### src/rtl/video_timing_pkg.sv
// Shared raster timing constants, FSM state encoding and line/frame phase encoding.
package video_timing_pkg;

    typedef enum logic {
        ST_IDLE = 1'b0,
        ST_RUN  = 1'b1
    } state_t;

    typedef enum logic [1:0] {
        PH_SYNC = 2'd0,
        PH_BP   = 2'd1,
        PH_ACT  = 2'd2,
        PH_FP   = 2'd3
    } phase_t;

    // CEA 1280x720@60, 74.25 MHz pixel clock
    localparam int T720_H_SYNC  = 40;
    localparam int T720_H_BP    = 220;
    localparam int T720_H_ACT   = 1280;
    localparam int T720_H_FP    = 110;
    localparam int T720_V_SYNC  = 5;
    localparam int T720_V_BP    = 20;
    localparam int T720_V_ACT   = 720;
    localparam int T720_V_FP    = 5;

    // CEA 1920x1080@60, 148.5 MHz pixel clock
    localparam int T1080_H_SYNC = 44;
    localparam int T1080_H_BP   = 148;
    localparam int T1080_H_ACT  = 1920;
    localparam int T1080_H_FP   = 88;
    localparam int T1080_V_SYNC = 5;
    localparam int T1080_V_BP   = 36;
    localparam int T1080_V_ACT  = 1080;
    localparam int T1080_V_FP   = 4;

    localparam logic HS_POL_DEF = 1'b1;
    localparam logic VS_POL_DEF = 1'b1;

endpackage

### src/rtl/timing_axis_cnt.sv
// One raster axis: wrap counter over SYNC+BP+ACT+FP with phase decode and active-area offset.
module timing_axis_cnt
    import video_timing_pkg::*;
#(
    parameter int BITS = 12,
    parameter int SYNC = 40,
    parameter int BP   = 220,
    parameter int ACT  = 1280,
    parameter int FP   = 110
) (
    input  logic            pix_clk,
    input  logic            rstn,
    input  logic            i_clr,
    input  logic            i_inc,
    output logic [BITS-1:0] o_cnt,
    output logic            o_last,
    output phase_t          o_phase,
    output logic [BITS-1:0] o_act_pos
);

    localparam int              TOTAL  = SYNC + BP + ACT + FP;
    localparam logic [BITS-1:0] L_LAST = BITS'(TOTAL - 1);
    localparam logic [BITS-1:0] L_BP0  = BITS'(SYNC);
    localparam logic [BITS-1:0] L_ACT0 = BITS'(SYNC + BP);
    localparam logic [BITS-1:0] L_FP0  = BITS'(SYNC + BP + ACT);

    logic [BITS-1:0] r_cnt;

    always_ff @(posedge pix_clk or negedge rstn) begin
        if (!rstn) begin
            r_cnt <= '0;
        end else if (i_clr) begin
            r_cnt <= '0;
        end else if (i_inc) begin
            r_cnt <= (r_cnt == L_LAST) ? '0 : r_cnt + BITS'(1);
        end
    end

    always_comb begin
        o_phase = PH_FP;
        if (r_cnt < L_BP0) begin
            o_phase = PH_SYNC;
        end else if (r_cnt < L_ACT0) begin
            o_phase = PH_BP;
        end else if (r_cnt < L_FP0) begin
            o_phase = PH_ACT;
        end
    end

    assign o_cnt     = r_cnt;
    assign o_last    = (r_cnt == L_LAST);
    // Only meaningful while o_phase is PH_ACT; the top gates it.
    assign o_act_pos = r_cnt - L_ACT0;

endmodule

### src/rtl/video_timing_gen.sv
// Raster timing generator: registered vs/hs/de, active coordinates and frame_start,
// decoded one cycle after the h/v counters.
module video_timing_gen
    import video_timing_pkg::*;
#(
    parameter int   X_BITS = 12,
    parameter int   Y_BITS = 12,
    parameter int   H_SYNC = T720_H_SYNC,
    parameter int   H_BP   = T720_H_BP,
    parameter int   H_ACT  = T720_H_ACT,
    parameter int   H_FP   = T720_H_FP,
    parameter int   V_SYNC = T720_V_SYNC,
    parameter int   V_BP   = T720_V_BP,
    parameter int   V_ACT  = T720_V_ACT,
    parameter int   V_FP   = T720_V_FP,
    parameter logic HS_POL = HS_POL_DEF,
    parameter logic VS_POL = VS_POL_DEF
) (
    input  logic              pix_clk,
    input  logic              rstn,
    input  logic              en,
    output logic              vs_out,
    output logic              hs_out,
    output logic              de_out,
    output logic [X_BITS-1:0] act_x,
    output logic [Y_BITS-1:0] act_y,
    output logic              frame_start
);

    localparam longint H_TOTAL = longint'(H_SYNC) + H_BP + H_ACT + H_FP;
    localparam longint V_TOTAL = longint'(V_SYNC) + V_BP + V_ACT + V_FP;

    if (X_BITS < 1 || Y_BITS < 1 || X_BITS > 62 || Y_BITS > 62 ||
        H_SYNC < 1 || H_BP < 1 || H_ACT < 1 || H_FP < 1 ||
        V_SYNC < 1 || V_BP < 1 || V_ACT < 1 || V_FP < 1 ||
        H_TOTAL >= (longint'(1) << X_BITS) || V_TOTAL >= (longint'(1) << Y_BITS)) begin : g_param_check
        $fatal(1, "video_timing_gen: timing does not fit counter widths");
    end

    state_t            r_state;
    logic              r_vs;
    logic              r_hs;
    logic              r_de;
    logic [X_BITS-1:0] r_act_x;
    logic [Y_BITS-1:0] r_act_y;
    logic              r_fs;

    logic              w_run;
    logic              w_clr;
    logic              w_h_inc;
    logic              w_v_inc;
    logic              w_de;
    logic [X_BITS-1:0] w_h_cnt;
    logic [X_BITS-1:0] w_h_pos;
    logic              w_h_last;
    phase_t            w_h_phase;
    logic [Y_BITS-1:0] w_v_cnt;
    logic [Y_BITS-1:0] w_v_pos;
    logic              w_v_last_unused;
    phase_t            w_v_phase;

    assign w_run   = (r_state == ST_RUN);
    // Counters hold at zero while idle and on the en-rise edge, so a restart is always h=0,v=0.
    assign w_clr   = !w_run || !en;
    assign w_h_inc = w_run && en;
    assign w_v_inc = w_h_inc && w_h_last;
    assign w_de    = w_run && (w_h_phase == PH_ACT) && (w_v_phase == PH_ACT);

    timing_axis_cnt #(
        .BITS (X_BITS),
        .SYNC (H_SYNC),
        .BP   (H_BP),
        .ACT  (H_ACT),
        .FP   (H_FP)
    ) u_h_axis (
        .pix_clk   (pix_clk),
        .rstn      (rstn),
        .i_clr     (w_clr),
        .i_inc     (w_h_inc),
        .o_cnt     (w_h_cnt),
        .o_last    (w_h_last),
        .o_phase   (w_h_phase),
        .o_act_pos (w_h_pos)
    );

    timing_axis_cnt #(
        .BITS (Y_BITS),
        .SYNC (V_SYNC),
        .BP   (V_BP),
        .ACT  (V_ACT),
        .FP   (V_FP)
    ) u_v_axis (
        .pix_clk   (pix_clk),
        .rstn      (rstn),
        .i_clr     (w_clr),
        .i_inc     (w_v_inc),
        .o_cnt     (w_v_cnt),
        .o_last    (w_v_last_unused),
        .o_phase   (w_v_phase),
        .o_act_pos (w_v_pos)
    );

    always_ff @(posedge pix_clk or negedge rstn) begin
        if (!rstn) begin
            r_state <= ST_IDLE;
            r_vs    <= ~VS_POL;
            r_hs    <= ~HS_POL;
            r_de    <= 1'b0;
            r_act_x <= '0;
            r_act_y <= '0;
            r_fs    <= 1'b0;
        end else begin
            case (r_state)
                ST_IDLE: if (en)  r_state <= ST_RUN;
                default: if (!en) r_state <= ST_IDLE;
            endcase
            r_vs    <= (w_run && w_v_phase == PH_SYNC) ? VS_POL : ~VS_POL;
            r_hs    <= (w_run && w_h_phase == PH_SYNC) ? HS_POL : ~HS_POL;
            r_de    <= w_de;
            r_act_x <= w_de ? w_h_pos : '0;
            r_act_y <= (w_run && w_v_phase == PH_ACT) ? w_v_pos : '0;
            r_fs    <= w_run && (w_h_cnt == '0) && (w_v_cnt == '0);
        end
    end

    assign vs_out      = r_vs;
    assign hs_out      = r_hs;
    assign de_out      = r_de;
    assign act_x       = r_act_x;
    assign act_y       = r_act_y;
    assign frame_start = r_fs;

endmodule

### config.mk
export PLATFORM = sky130hd
export DESIGN_NAME = video_timing_gen
export DESIGN_NICKNAME = d
export VERILOG_FILES = /design/src/rtl/video_timing_pkg.sv /design/src/rtl/timing_axis_cnt.sv /design/src/rtl/video_timing_gen.sv
export SDC_FILE = /design/constraint.sdc
export NUM_CORES = 1
export LEC_CHECK = 0
export ABC_AREA = 1
export CAP_MARGIN = 20
export CORE_ASPECT_RATIO = 0.7
export CORE_MARGIN = 3
export CORE_UTILIZATION = 44
export CTS_BUF_LIST = sky130_fd_sc_hd__clkbuf_4 sky130_fd_sc_hd__clkbuf_8 sky130_fd_sc_hd__clkbuf_16
export DETAILED_ROUTE_END_ITERATION = 8
export SYNTH_ARGS = -nofsm -noshare
export SYNTH_HDL_FRONTEND = slang
export SYNTH_SLANG_ARGS = --single-unit
### constraint.sdc
create_clock -name pix_clk -period 2.3 [get_ports pix_clk]
set_clock_uncertainty 0.15 [all_clocks]
set_input_delay 0.345 -clock pix_clk [delete_from_list [all_inputs] [get_ports pix_clk]]
set_output_delay 0.345 -clock pix_clk [all_outputs]
set_load 0.01 [all_outputs]
# Word level (Yosys, flattened, before mapping)

Cells that the tools add are included.

Flip-flop bits (word level): 53
Input bits: 3
Output and inout bits: 28

$add $sub $neg: 4
$lt $le $gt $ge: 6
Equal/unequal tests: 4
Multiplexer cells: 17
Reduce and logical (&&, ||, !) cells: 18

Operators with widths:

| cell                    | number |
|---|---|
| $mux W12                | 8 |
| $add A12 B1 Y12 const B | 2 |
| $logic_not A12 Y1       | 2 |
| $eq A12 B10 Y1 const B  | 1 |
| $eq A12 B11 Y1 const B  | 1 |
| $lt A12 B10 Y1 const B  | 1 |
| $lt A12 B11 Y1 const B  | 1 |
| $lt A12 B3 Y1 const B   | 1 |
| $lt A12 B5 Y1 const B   | 1 |
| $lt A12 B6 Y1 const B   | 1 |
| $lt A12 B9 Y1 const B   | 1 |
| $sub A12 B5 Y12 const B | 1 |
| $sub A12 B9 Y12 const B | 1 |
| $logic_and A1 B1 Y1     | 9 |
| $mux W2                 | 4 |
| $mux W1                 | 5 |
| $eq A2 B2 Y1 const B    | 2 |
| $logic_not A2 Y1        | 2 |
| $reduce_bool A2 Y1      | 2 |
| $logic_not A1 Y1        | 2 |
| $logic_or A1 B1 Y1      | 1 |

# Logic depth before layout (Yosys ltp)

Gate-level depths: netlist of the first run.

Depth after elaboration: 8
Gate-level depth with buffers: 11
Mapped depth without buffers: 10

# Cells and area by module

From an unflattened synthesis of the first run, not the netlist that was laid out.

Cell total of the unflattened synthesis: 421
Area total of the unflattened synthesis: 3179.3 um^2

By module, submodules not included:

| module                     | times used | cells each | area an instance (um^2) | sequential area each (um^2) |
|---|---|---|---|---|
| video_timing_gen           | 1          | 115        | 1122.3                  | 725.7 |
| timing_axis_cnt (u_h_axis) | 1          | 152        | 1041.0                  | 300.3 |
| timing_axis_cnt (u_v_axis) | 1          | 154        | 1016.0                  | 300.3 |

# Least setup slack after synthesis of the first run

OpenSTA, ideal clock, no wires.

Kind: reg2reg
Start point: register u_h_axis.r_cnt[2], in the netlist u_h_axis.o_cnt[2]
End point: register r_act_x[2], in the netlist act_x[2]
Setup time: 0.069 ns
Arrival: 1.469 ns
Data required time: 2.081 ns
Slack: 0.612 ns
Cell stages (with the launch flop): 12
Clock period less this slack: 1.688 ns
Cells stage by stage: dfrtp_1 -> inv_1 -> ha_1 -> nand2_2 -> nor2_4 -> nand3_1 -> nand2_1 -> nand2_1 -> nor2_2 -> nand2_2 -> buf_6 -> nor2_2

Longest elaborated chain between the ends: 8
Elaborated cells on any way between the ends: 11
Classes of those cells: 1 x add/sub; 3 x order compare; 1 x eq/ne; 4 x mux; 2 x reduce/logical

Ends and longest elaborated chain:

| item                              | RTL line                | source |
|---|---|---|
| start: declaration                | timing_axis_cnt.sv:27   | `logic [BITS-1:0] r_cnt;` |
| start signal: assignment          | timing_axis_cnt.sv:35   | `r_cnt <= (r_cnt == L_LAST) ? '0 : r_cnt + BITS'(1);` |
| $lt A12 B11 Y1                    | timing_axis_cnt.sv:45   | `end else if (r_cnt < L_FP0) begin` |
| $mux W1                           | timing_axis_cnt.sv:45   |  |
| $mux W2                           | timing_axis_cnt.sv:43   | `end else if (r_cnt < L_ACT0) begin` |
| $mux W2                           | timing_axis_cnt.sv:41   | `if (r_cnt < L_BP0) begin` |
| $eq A2 B2 Y1                      | video_timing_gen.sv:67  | `assign w_de = w_run && (w_h_phase == PH_ACT) && (w_v_phase == PH_ACT);` |
| $logic_and A1 B1 Y1 (2 in series) | video_timing_gen.sv:67  |  |
| $mux W12 *                        | video_timing_gen.sv:120 | `r_act_x <= w_de ? w_h_pos : '0;` |
| end signal: assignment            | video_timing_gen.sv:120 |  |
| end: declaration                  | video_timing_gen.sv:44  | `logic [X_BITS-1:0] r_act_x;` |

Mark *: on every way between the ends. The rest lies on a longest branch, timed or not.
A chain may end at the register's enable or synchronous reset.

# Final worst setup path of the first run

Start point: register u_h_axis.r_cnt[3], in the netlist u_h_axis.o_cnt[3]
End point: register r_act_x[1], in the netlist act_x[1]

Longest elaborated chain between the ends: 8
Elaborated cells on any way between the ends: 10
Classes of those cells: 3 x order compare; 1 x eq/ne; 4 x mux; 2 x reduce/logical

Ends and longest elaborated chain:

| item                                | RTL line |
|---|---|
| $lt A12 B11 Y1                      | timing_axis_cnt.sv:45 |
| $mux W1                             | timing_axis_cnt.sv:45 |
| $mux W2                             | timing_axis_cnt.sv:43 |
| $mux W2 *                           | timing_axis_cnt.sv:41 |
| $eq A2 B2 Y1 *                      | video_timing_gen.sv:67 |
| $logic_and A1 B1 Y1 * (2 in series) | video_timing_gen.sv:67 |
| $mux W12 *                          | video_timing_gen.sv:120 |

Marked as above.

==> flow_metrics.tcl, run 1 <==
set metrics [dict create \
    ys_top_cells_by_area "dfrtp_1 (45%), nand2_1 (11%), nor2_1 (7.5%), xor2_1 (5.4%), inv_1 (4.0%)" \
    crit_path_end_kind "flip-flop" \
    viasPerCell 4.733 \
    maxCapViolations 0 \
    syn2layout_area_growth_pct 15.05 \
    cp_max_fo 13 \
    post-cts-setup-buffer-count 0 \
    wire_per_inst_um 12.54 \
    netSwitchingFraction_pct 21.06 \
    postCtsHoldBufs 1 \
    drc 0 \
    worstPathArrival_ns 2.03 \
    slew_headroom_pct 60.96 \
    status "complete, no violations" \
    r2r-start "u_h_axis.o_cnt[3]" \
    cts-htree-levels 2 \
    fin_tns_setup_ns 0 \
    worstSetupStartpoint "u_h_axis.o_cnt[3]" \
    cts.sinks 53 \
    dieHeight_um 74.13 \
    timing_hold_violations_final 0 \
    cts-resized-gates 0 \
    synth_cell_types 34 \
    die_area_um2 7660 \
    dpl.hpwl_um 4615 \
    period_minus_slack_ns 1.959 \
    p_int_mw 1.275 \
    drt_wl_total_um 5968 \
    die_w_um 103.3 \
    ir_drop_v 0.0002204 \
    core-area_um2 6336 \
    worst-setup-path-type "reg2reg" \
    final_cell_mix "nand2_1 (86), nor2_1 (58), dfrtp_1 (53)" \
    start_util_pct 46.05 \
    rrSetupSlack_ns 0.34 \
    cts_made_buffers 5 \
    pwr-share-clk_pct 37.8 \
    antenna_left 0 \
    fin_crit_sh_pct 85.17 \
    clk_pin_slew_ns 0.09 \
    hold_path_depth 1 \
    antenna_cells 0 \
    synth_top_cell_area_share_pct 45.45 \
    worstMarginPinSlew_ns 0.5856 \
    p_comb_share_pct 3.9 \
    layout-drive-gt1-share_pct 11.43 \
    antenna_found_initial 0 \
    cts_tree "yes" \
    seq_area_frac_synth_pct 45.45 \
    drt_iter0_drc 180 \
    whs_ns 0.3597 \
    post_synth.cell_area_avg_um2 8.150 \
    root_buffer "clkbuf_8" \
    hp-class "in2reg" \
    max_clock_freq_mhz 510.5 \
    syn_inst 358 \
    io_buffer_count 30 \
    insertion_delay_ns 0.30 \
    fillCellCount 619 \
    via_count 2253 \
    crit_path_start_kind "flip-flop" \
    pwr-share-seq_pct 58.3 \
    first_pass_iters 5 \
    power.density_nw_per_um2 481.2 \
    fp-row-count 24 \
    multi_input_area_um2 1328 \
    grt_pass1_vias 2013 \
    rsz0062_at_grt "false" \
    setup_viol 0 \
    final_common_cell "nand2_1" \
    worstSetupEndpoint "act_x[1]" \
    grt_start_max_net_pins 28 \
    yosys.area.top_type "dfrtp_1" \
    syn_nets 370 \
    required_ns 2.37 \
    synth_seq_cells 53 \
    r2r_end "act_x[1]" \
    ff2ff_path_depth 10 \
    routabilityCongestion 0.8887 \
    power_leakage_nw 1.783 \
    drv_slew 0 \
    clk_path_buf_depth 2 \
    synth_area_um2 2918 \
    seq_area_um2 1326 \
    grt_pass1_wl_um 10040 \
    grt_usage_pct 16.91 \
    pin_count 31 \
    power_switching_uw 340.1 \
    grt_overflow 0 \
    final_nets 397 \
    synth-warning-count 0 \
]
-- cell type report --
cell class	count	area share (%)
flip-flops and latches	53	39.51
well taps	91	3.392
repair buffers	33	9.914
multi-input cells	252	39.55
clock buffers	5	2.050
clock inverters	2	1.044
inverters	40	4.547
-- cells by family after synthesis --
group | count (synthesis) | share of synthesized area, %
compound gates | 13 | 2.487
xor+xnor | 20 | 6.003
simple gates | 209 | 33.02
fa+ha+maj | 9 | 3.859
buf+inv | 53 | 9.048
flops | 53 | 45.45
other cells | 1 | 0.1285
-- synthesized netlist by cell type, drive strengths merged --
cell type,count
nand2,92
nor2,73
dfrtp,53
inv,39
nand3,23
xor2,18
buf,13
ha,9
nand4,9
o21ai,8
nor3,5
a21oi,3
and3,2
nand3b,2
xnor2,2
a31oi,1
clkinv,1
conb,1
nor3b,1
nor4,1
o31ai,1
or2,1
-- power by group through the flow --
stage	registers (mW)	clock network [mW]	logic [mW]
2_1_floorplan	0.962	0	0.0250
3_3_place_gp	0.961	0	0.0636
3_5_place_dp	0.961	0	0.0644
4_1_cts	0.942	0.632	0.0659
5_1_grt	0.943	0.662	0.0722
6_report	0.942	0.610	0.0629
-- through the flow --
step | worst slack (ns) | cells | utilization, % | total power, mW | area, µm²
2_1_floorplan | 0.6122 | 358 | - | 0.9867 | 2918
3_3_place_gp | 0.3322 | 468 | 51.18 | 1.025 | 3243
3_5_place_dp | 0.2998 | 468 | 51.18 | 1.025 | 3243
4_1_cts | 0.3329 | 476 | 52.98 | 1.640 | 3357
5_1_grt | 0.1554 | 476 | 52.98 | 1.678 | 3357
6_report | 0.3410 | 476 | 52.98 | 1.615 | 3357
-- routing by layer --
layer	up-vias	global-route usage, %	share of wire (%)
li1	1155	-	-
met1	1015	28.82	56
met2	81	21.54	36
met3	2	3.374	8.0
met4	0	3.017	0.42
met5	-	0	0
-- registers in the layout (all words and copies together) (netlist names) --
register        flops
act_x              12
act_y              12
de_out              1
frame_start         1
hs_out              1
r_state             1
u_h_axis.o_cnt     12
u_v_axis.o_cnt     12
vs_out              1
-- worst max-delay path, stage by stage, from the launching register on --
cell and delay [ns]:
dfrtp_1 0.44, inv_1 0.13, ha_1 0.27, nand2_2 0.09, nor2_4 0.12, nand3_1 0.09, nand2_1 0.06, nand2_1 0.05
nor2_2 0.09, nand2_2 0.21, nor2_1 0.18
-- worst min path at each step --
stage / slack (ns) / to / startpoint
6_report: 0.36 / r_state / en
5_1_grt: 0.36 / r_state / en
4_1_cts: 0.35 / r_state / en
3_5_place_dp: 0.23 / act_y[8] / rstn
3_3_place_gp: 0.23 / act_y[8] / rstn
2_1_floorplan: -0.10 / act_x[0] / rstn
(Power assumes the default switching activity.)
==> inputs of run 2 (changes only) <==
- SKIP_CTS_REPAIR_TIMING: not set -> 1
==> results of run 2 <==
Same layout as run 1: the final DEF is identical, and so are final timing and power.
